### src/rtl/alu_mc_unit_if.sv
// Request/response bus for alu_mc_unit: valid/ready request carrying opcode and
// operands, valid/ready response carrying the 32-bit result and error flag.
interface alu_mc_unit_if;
    logic        req_valid;
    logic        req_ready;
    logic [2:0]  alu_op;
    logic [15:0] data_in1;
    logic [15:0] data_in2;
    logic        rsp_valid;
    logic        rsp_ready;
    logic [31:0] result;
    logic        rsp_err;
    logic        busy;

    modport slave (
        input  req_valid, alu_op, data_in1, data_in2, rsp_ready,
        output req_ready, rsp_valid, result, rsp_err, busy
    );

    modport master (
        output req_valid, alu_op, data_in1, data_in2, rsp_ready,
        input  req_ready, rsp_valid, result, rsp_err, busy
    );
endinterface

### src/rtl/alu_mc_unit.sv
// Multi-cycle ALU responder: 1-cycle add/sub/and/or, 16-cycle shift-add MUL and
// restoring DIV. Define ALU_MC_DIV_EN to build the divider; otherwise op 101 is illegal.
module alu_mc_unit (
    input  logic          clk,
    input  logic          rst_n,
    alu_mc_unit_if.slave  bus
);
    typedef enum logic [1:0] {
        IDLE = 2'd0,
        MUL  = 2'd1,
`ifdef ALU_MC_DIV_EN
        DIV  = 2'd2,
`endif
        DONE = 2'd3
    } state_t;

    state_t      state;
    state_t      state_nxt;
    logic [3:0]  cnt;
    logic [15:0] op_a;
    logic [15:0] op_b;
    logic [31:0] result_r;
    logic        err_r;
    logic        hs;
    logic [32:0] quick;
    logic [31:0] mul_pp;

    // Returns {err, result}; MUL and non-zero DIV start from a cleared accumulator.
    function automatic logic [32:0] quick_op(input logic [2:0] op,
                                             input logic [15:0] a,
                                             input logic [15:0] b);
        logic [16:0]        sum;
        logic signed [15:0] diff;
        sum  = {1'b0, a} + {1'b0, b};
        diff = signed'(a - b);
        case (op)
            3'b000:  quick_op = {1'b0, 15'd0, sum};
            3'b001:  quick_op = {1'b0, {16{diff[15]}}, diff};
            3'b010:  quick_op = {1'b0, 16'd0, a & b};
            3'b011:  quick_op = {1'b0, 16'd0, a | b};
            3'b100:  quick_op = 33'd0;
`ifdef ALU_MC_DIV_EN
            3'b101:  quick_op = (b == 16'd0) ? {1'b1, a, 16'hFFFF} : 33'd0;
`endif
            default: quick_op = {1'b1, 32'd0};
        endcase
    endfunction

    assign hs     = bus.req_valid & bus.req_ready;
    assign quick  = quick_op(bus.alu_op, bus.data_in1, bus.data_in2);
    assign mul_pp = op_b[cnt] ? ({16'd0, op_a} << cnt) : 32'd0;

`ifdef ALU_MC_DIV_EN
    logic [16:0] div_trial;
    logic [15:0] div_rem;
    logic        div_q;

    // Trial subtract of the shifted partial remainder; negative result restores.
    always_comb begin
        div_trial = {result_r[31:16], op_a[15]} - {1'b0, op_b};
        div_q     = ~div_trial[16];
        div_rem   = div_q ? div_trial[15:0] : {result_r[30:16], op_a[15]};
    end
`endif

    always_comb begin
        state_nxt = state;
        case (state)
            IDLE: begin
                if (hs) begin
                    if (bus.alu_op == 3'b100)
                        state_nxt = MUL;
`ifdef ALU_MC_DIV_EN
                    else if (bus.alu_op == 3'b101 && bus.data_in2 != 16'd0)
                        state_nxt = DIV;
`endif
                    else
                        state_nxt = DONE;
                end
            end
            MUL: if (cnt == 4'd15) state_nxt = DONE;
`ifdef ALU_MC_DIV_EN
            DIV: if (cnt == 4'd15) state_nxt = DONE;
`endif
            DONE: if (bus.rsp_ready) state_nxt = IDLE;
            default: state_nxt = IDLE;
        endcase
    end

    always_ff @(posedge clk) begin
        if (!rst_n) state <= IDLE;
        else        state <= state_nxt;
    end

    always_ff @(posedge clk) begin
        if (!rst_n) begin
            cnt      <= 4'd0;
            result_r <= 32'd0;
            err_r    <= 1'b0;
        end else begin
            case (state)
                IDLE: begin
                    if (hs) begin
                        cnt               <= 4'd0;
                        {err_r, result_r} <= quick;
                    end
                end
                MUL: begin
                    result_r <= result_r + mul_pp;
                    cnt      <= cnt + 4'd1;
                end
`ifdef ALU_MC_DIV_EN
                DIV: begin
                    result_r <= {div_rem, result_r[14:0], div_q};
                    cnt      <= cnt + 4'd1;
                end
`endif
                default: ;
            endcase
        end
    end

    // Operands are captured only at the handshake; the dividend shifts out MSB-first.
    always_ff @(posedge clk) begin
        if (hs) begin
            op_a <= bus.data_in1;
            op_b <= bus.data_in2;
        end
`ifdef ALU_MC_DIV_EN
        else if (state == DIV) begin
            op_a <= {op_a[14:0], 1'b0};
        end
`endif
    end

    assign bus.req_ready = (state == IDLE);
    assign bus.rsp_valid = (state == DONE);
    assign bus.busy      = (state != IDLE);
    assign bus.result    = result_r;
    assign bus.rsp_err   = err_r;
endmodule
### src/flat_wrapper.sv
// flat-port wrapper written by rule: the top's interface ports become plain ports
module alu_mc_unit_flat 
  (clk, rst_n, bus_req_valid, bus_alu_op, bus_data_in1, bus_data_in2, bus_rsp_ready, bus_req_ready, bus_rsp_valid, bus_result, bus_rsp_err, bus_busy);
  alu_mc_unit_if bus_i ();
  input  logic clk;
  input  logic rst_n;
  input wire logic [$bits(bus_i.req_valid)-1:0] bus_req_valid;
  input wire logic [$bits(bus_i.alu_op)-1:0] bus_alu_op;
  input wire logic [$bits(bus_i.data_in1)-1:0] bus_data_in1;
  input wire logic [$bits(bus_i.data_in2)-1:0] bus_data_in2;
  input wire logic [$bits(bus_i.rsp_ready)-1:0] bus_rsp_ready;
  output wire logic [$bits(bus_i.req_ready)-1:0] bus_req_ready;
  output wire logic [$bits(bus_i.rsp_valid)-1:0] bus_rsp_valid;
  output wire logic [$bits(bus_i.result)-1:0] bus_result;
  output wire logic [$bits(bus_i.rsp_err)-1:0] bus_rsp_err;
  output wire logic [$bits(bus_i.busy)-1:0] bus_busy;
  assign bus_i.req_valid = bus_req_valid;
  assign bus_i.alu_op = bus_alu_op;
  assign bus_i.data_in1 = bus_data_in1;
  assign bus_i.data_in2 = bus_data_in2;
  assign bus_i.rsp_ready = bus_rsp_ready;
  assign bus_req_ready = bus_i.req_ready;
  assign bus_rsp_valid = bus_i.rsp_valid;
  assign bus_result = bus_i.result;
  assign bus_rsp_err = bus_i.rsp_err;
  assign bus_busy = bus_i.busy;
  alu_mc_unit u_core (.clk(clk), .rst_n(rst_n), .bus(bus_i));
endmodule
### config.mk
export PLATFORM = sky130hd
export DESIGN_NAME = alu_mc_unit_flat
export DESIGN_NICKNAME = d
export VERILOG_FILES = /design/src/rtl/alu_mc_unit_if.sv /design/src/rtl/alu_mc_unit.sv /design/src/flat_wrapper.sv
export SDC_FILE = /design/constraint.sdc
export NUM_CORES = 1
export LEC_CHECK = 0
export CORE_MARGIN = 2
export CORE_UTILIZATION = 64
export CTS_CLUSTER_DIAMETER = 80
export CTS_CLUSTER_SIZE = 28
export DETAILED_ROUTE_END_ITERATION = 16
export PLACE_DENSITY = 0.85
export SETUP_SLACK_MARGIN = 0.05
export SYNTH_ARGS = -nofsm -noshare
export SYNTH_HDL_FRONTEND = slang
export SYNTH_SLANG_ARGS = --single-unit
### constraint.sdc
create_clock -name clk -period 11.8 [get_ports clk]
set_input_delay 2.95 -clock clk [delete_from_list [all_inputs] [get_ports clk]]
set_output_delay 2.95 -clock clk [all_outputs]
set_load 0.02 [all_outputs]
==> impl_results.md <==
* RSZ-0062 raised after global routing: no
* Sequential cell area at 1740 µm²
* Ant diodes at 0
* Slowest stage cell, crit path: clkdlybuf4s50_1
* Most common cell after layout, fill and taps aside: nor2_1
* Worst-Skew Late Latency at 0.35 ns
* Hold Path Stages at 2
* Most used cell, CP: o211ai_2
* Post-synthesis sequential area ratio at 23.5%
* Slew Limit Fails at 0
* Max Fclk at 0.174 GHz
* DPL Wire Length at 16.6 mm
* CTS tree: done
* Syn_area_per_cell at 7.91 µm²
* Most frequent cells in the layout: nor2_1 (101), a21oi_1 (89), ha_1 (79)
* GPL Wtd Cong at 1.00
* Worst vdd ir at 0.0875 mV
* Final Skew at 0.00884 ns
* # DRC at 0
* Post-CTS Setup Inserts at 0
* Seq cells post-synth at 71
* Maxcap violations at 0
* CTS Buf Count at 9
* DR vias/cell at 6.63
* Status: completed
* Fin crit share at 48.8%
* Post-CTS Hold Buffers at 0
* Met2 Use GR at 55.8%
* Drt pass-1 iters at 5
* Routed Antenna Nets at 0
* CP Capture Type: register
* Width of the die at 112 µm
* Gr busiest metal: met2
* Hold WC Path Type: register to register
* Largest buffer count on any clock path at 2
* Max-slew headroom at 29.4%
* Vias at 7,455
* Main synth FF type: dfxtp_1
* Grt met3 use at 5.23%
* Distinct cells, synth at 78
* Largest net degree at the start of global routing at 53
* H-tree levels at 3
* Root Driver: clkbuf_16
* CP max FO at 13
* Total negative setup slack at 0 ns
* Top cell type's share of synthesized area at 13.3%
* Clk sinks at 71
* Cell taking the most area after synthesis: ha_1
* Synth top area cells: ha_1 (13%), edfxtp_1 (13%), dfxtp_1 (11%)
* Synth Instances at 938
* Core box area at 11,400 µm²
* Post-Route WL at 22.4 mm
* WL/cell at 19.9 µm
* Multi-input logic area at 5230 µm²
* Row Count at 39
* Total global-route track usage at 35.3%
* Input/output buffers at 74
* Number of global-route vias before repair at 6,723
* Dpl ws at 5.72 ns
* Setup CP Type: input pin to register
* Nets at 1,098
* Data arrival, critical path at 5.98 ns
* Hold slack final at 0.545 ns
* Area Overhead vs Synth at 15.0%
* Synthesis Warnings at 0
* First-pass GRT wire length at 35.2 mm
* Die footprint at 12,500 µm²
* Post-synth ARST share at 0%
* Reg2Reg Capture Point: u_core.bus.result[29]
* Lkg Pwr at 3.43 nW
* Layout cells sized above 1 at 6.82%
* Die H at 112 µm
* CP max stage delay at 0.60 ns
* Clk pin slew, worst setup/hold paths at 0.06 ns
* Worst Min Path Start: u_core.bus.result[2]
* CP required at 12.03 ns
* Met1 GRT Util at 47.7%
* PD cells at 115 nW/µm²
* Hold Vio Cnt, Final at 0
* FF-to-FF Start: u_core.cnt[0]
* R2R Setup Slk at 7.04 ns
* GRT overflow at 0
* # IOs at 75
* Startpoint types: input pin
* Initial core utilization at 65.3%
* Hold EP: u_core.bus.result[2]
* Antenna violations before repair at 0
* Fin crit period at 5.75 ns
* Syn nets at 1,059
* Setup violations, final at 0
* Post-CTS Resized at 0
* Worst-Margin Slew at 1.06 ns
* Final WS setup at 6.05 ns
* Synthesized area at 7420 µm²
* EDFF count, synth at 32
* R2R cell count at 15
* DRT iter0 DRCs at 807
* Filler Cells Inserted at 880
* Crit-path cells: clkdlybuf4s50_1 > inv_1 > ha_1 > o21bai_1 > o211ai_2 > a2111oi_4 > o211ai_2 > and4_1 > o21a_2 > o31ai_1 > o211ai_1
## per-stage QoR
| step | area [µm²] | util, % | total power, mW | std cells |
|---|---|---|---|---|
| after floorplan | 7420 | - | 0.537 | 938 |
| after global placement | 8190 | 72.1 | 0.643 | 1109 |
| after detailed placement | 8190 | 72.1 | 0.647 | 1109 |
| after CTS | 8540 | 75.1 | 0.969 | 1125 |
| after global routing | 8540 | 75.1 | 1.02 | 1125 |
| final | 8540 | 75.1 | 0.981 | 1125 |
## sequential cells by signal (all words and copies together) (netlist names)
register            count
u_core.bus.result      32
u_core.bus.rsp_err      1
u_core.state            2
u_core.cnt              4
u_core.op_b            16
u_core.op_a            16
## routing by layer
layer  part of all wire (%)  wire, µm
met2                     45     10100
met1                     41      9170
met5                      0         0
met4                    4.2       935
met3                     10      2260
## cell usage after synthesis (all sizes together), types with 5 or more instances
cell type and count:
ha 79, buf 16, a221oi 10, a21oi 90, nand2 71, o21bai 10, a211oi 20, nand3 17
inv 60, nor2b 11, mux2i 29, mux2 7, or3 7, a31oi 19, nor3 15, nand2b 8
a21o 16, a22oi 8, o211ai 17, and3 5, and2 8, edfxtp 32, xnor2 32, clkbuf 39
o31ai 9, nand4 13, nor2 102, dfxtp 39, o21a 7, o21ai 72, o22ai 9
## worst max-delay path, delay by kind of cell
kind                     cells  cell delay, ns
buffers and inverters        2            0.71
adder cells (fa/ha/maj)      1            0.32
AND/OR/NAND/NOR              1            0.25
AO/OA/AOI/OAI                7            1.75
## area by class of cell
class	count	area share (%)
inverter	62	2.73
multi-input combinational	750	61.3
clock buffer	10	2.80
timing repair buffer	83	9.47
tap	143	2.10
sequential	71	20.4
clock inverter	6	1.26
## how the worst max path moves through the flow
stage                     from  slack [ns]                    end
2_1_floorplan  bus_data_in2[4]        6.71  u_core.bus.result[20]
3_3_place_gp   bus_data_in2[1]        5.82  u_core.bus.result[16]
3_5_place_dp   bus_data_in2[1]        5.72  u_core.bus.result[16]
4_1_cts        bus_data_in2[1]        6.07  u_core.bus.result[16]
5_1_grt        bus_data_in2[1]        5.92  u_core.bus.result[16]
6_report       bus_data_in2[1]        6.05  u_core.bus.result[16]
## where the power goes
| group | internal, mW | switching [mW] |
|---|---|---|
| registers | 0.279 | 0.0177 |
| logic | 0.139 | 0.219 |
| clock network | 0.212 | 0.115 |
## cells by family (layout without fill, tap and decap cells)
family                     after synthesis  count (layout)  share of synthesized area, %
muxes                                   40              40                          6.19
and+or+nand+nor                        274             274                          17.2
AOI/OAI and AO/OA                      318             318                          28.7
xor gates and xnor gates                36              36                          4.25
adders and majority gates               82              82                          14.1
DFF                                     71              71                          23.5
buffers and inverters                  117             161                          6.10
Power figures use the tool's default switching activity.
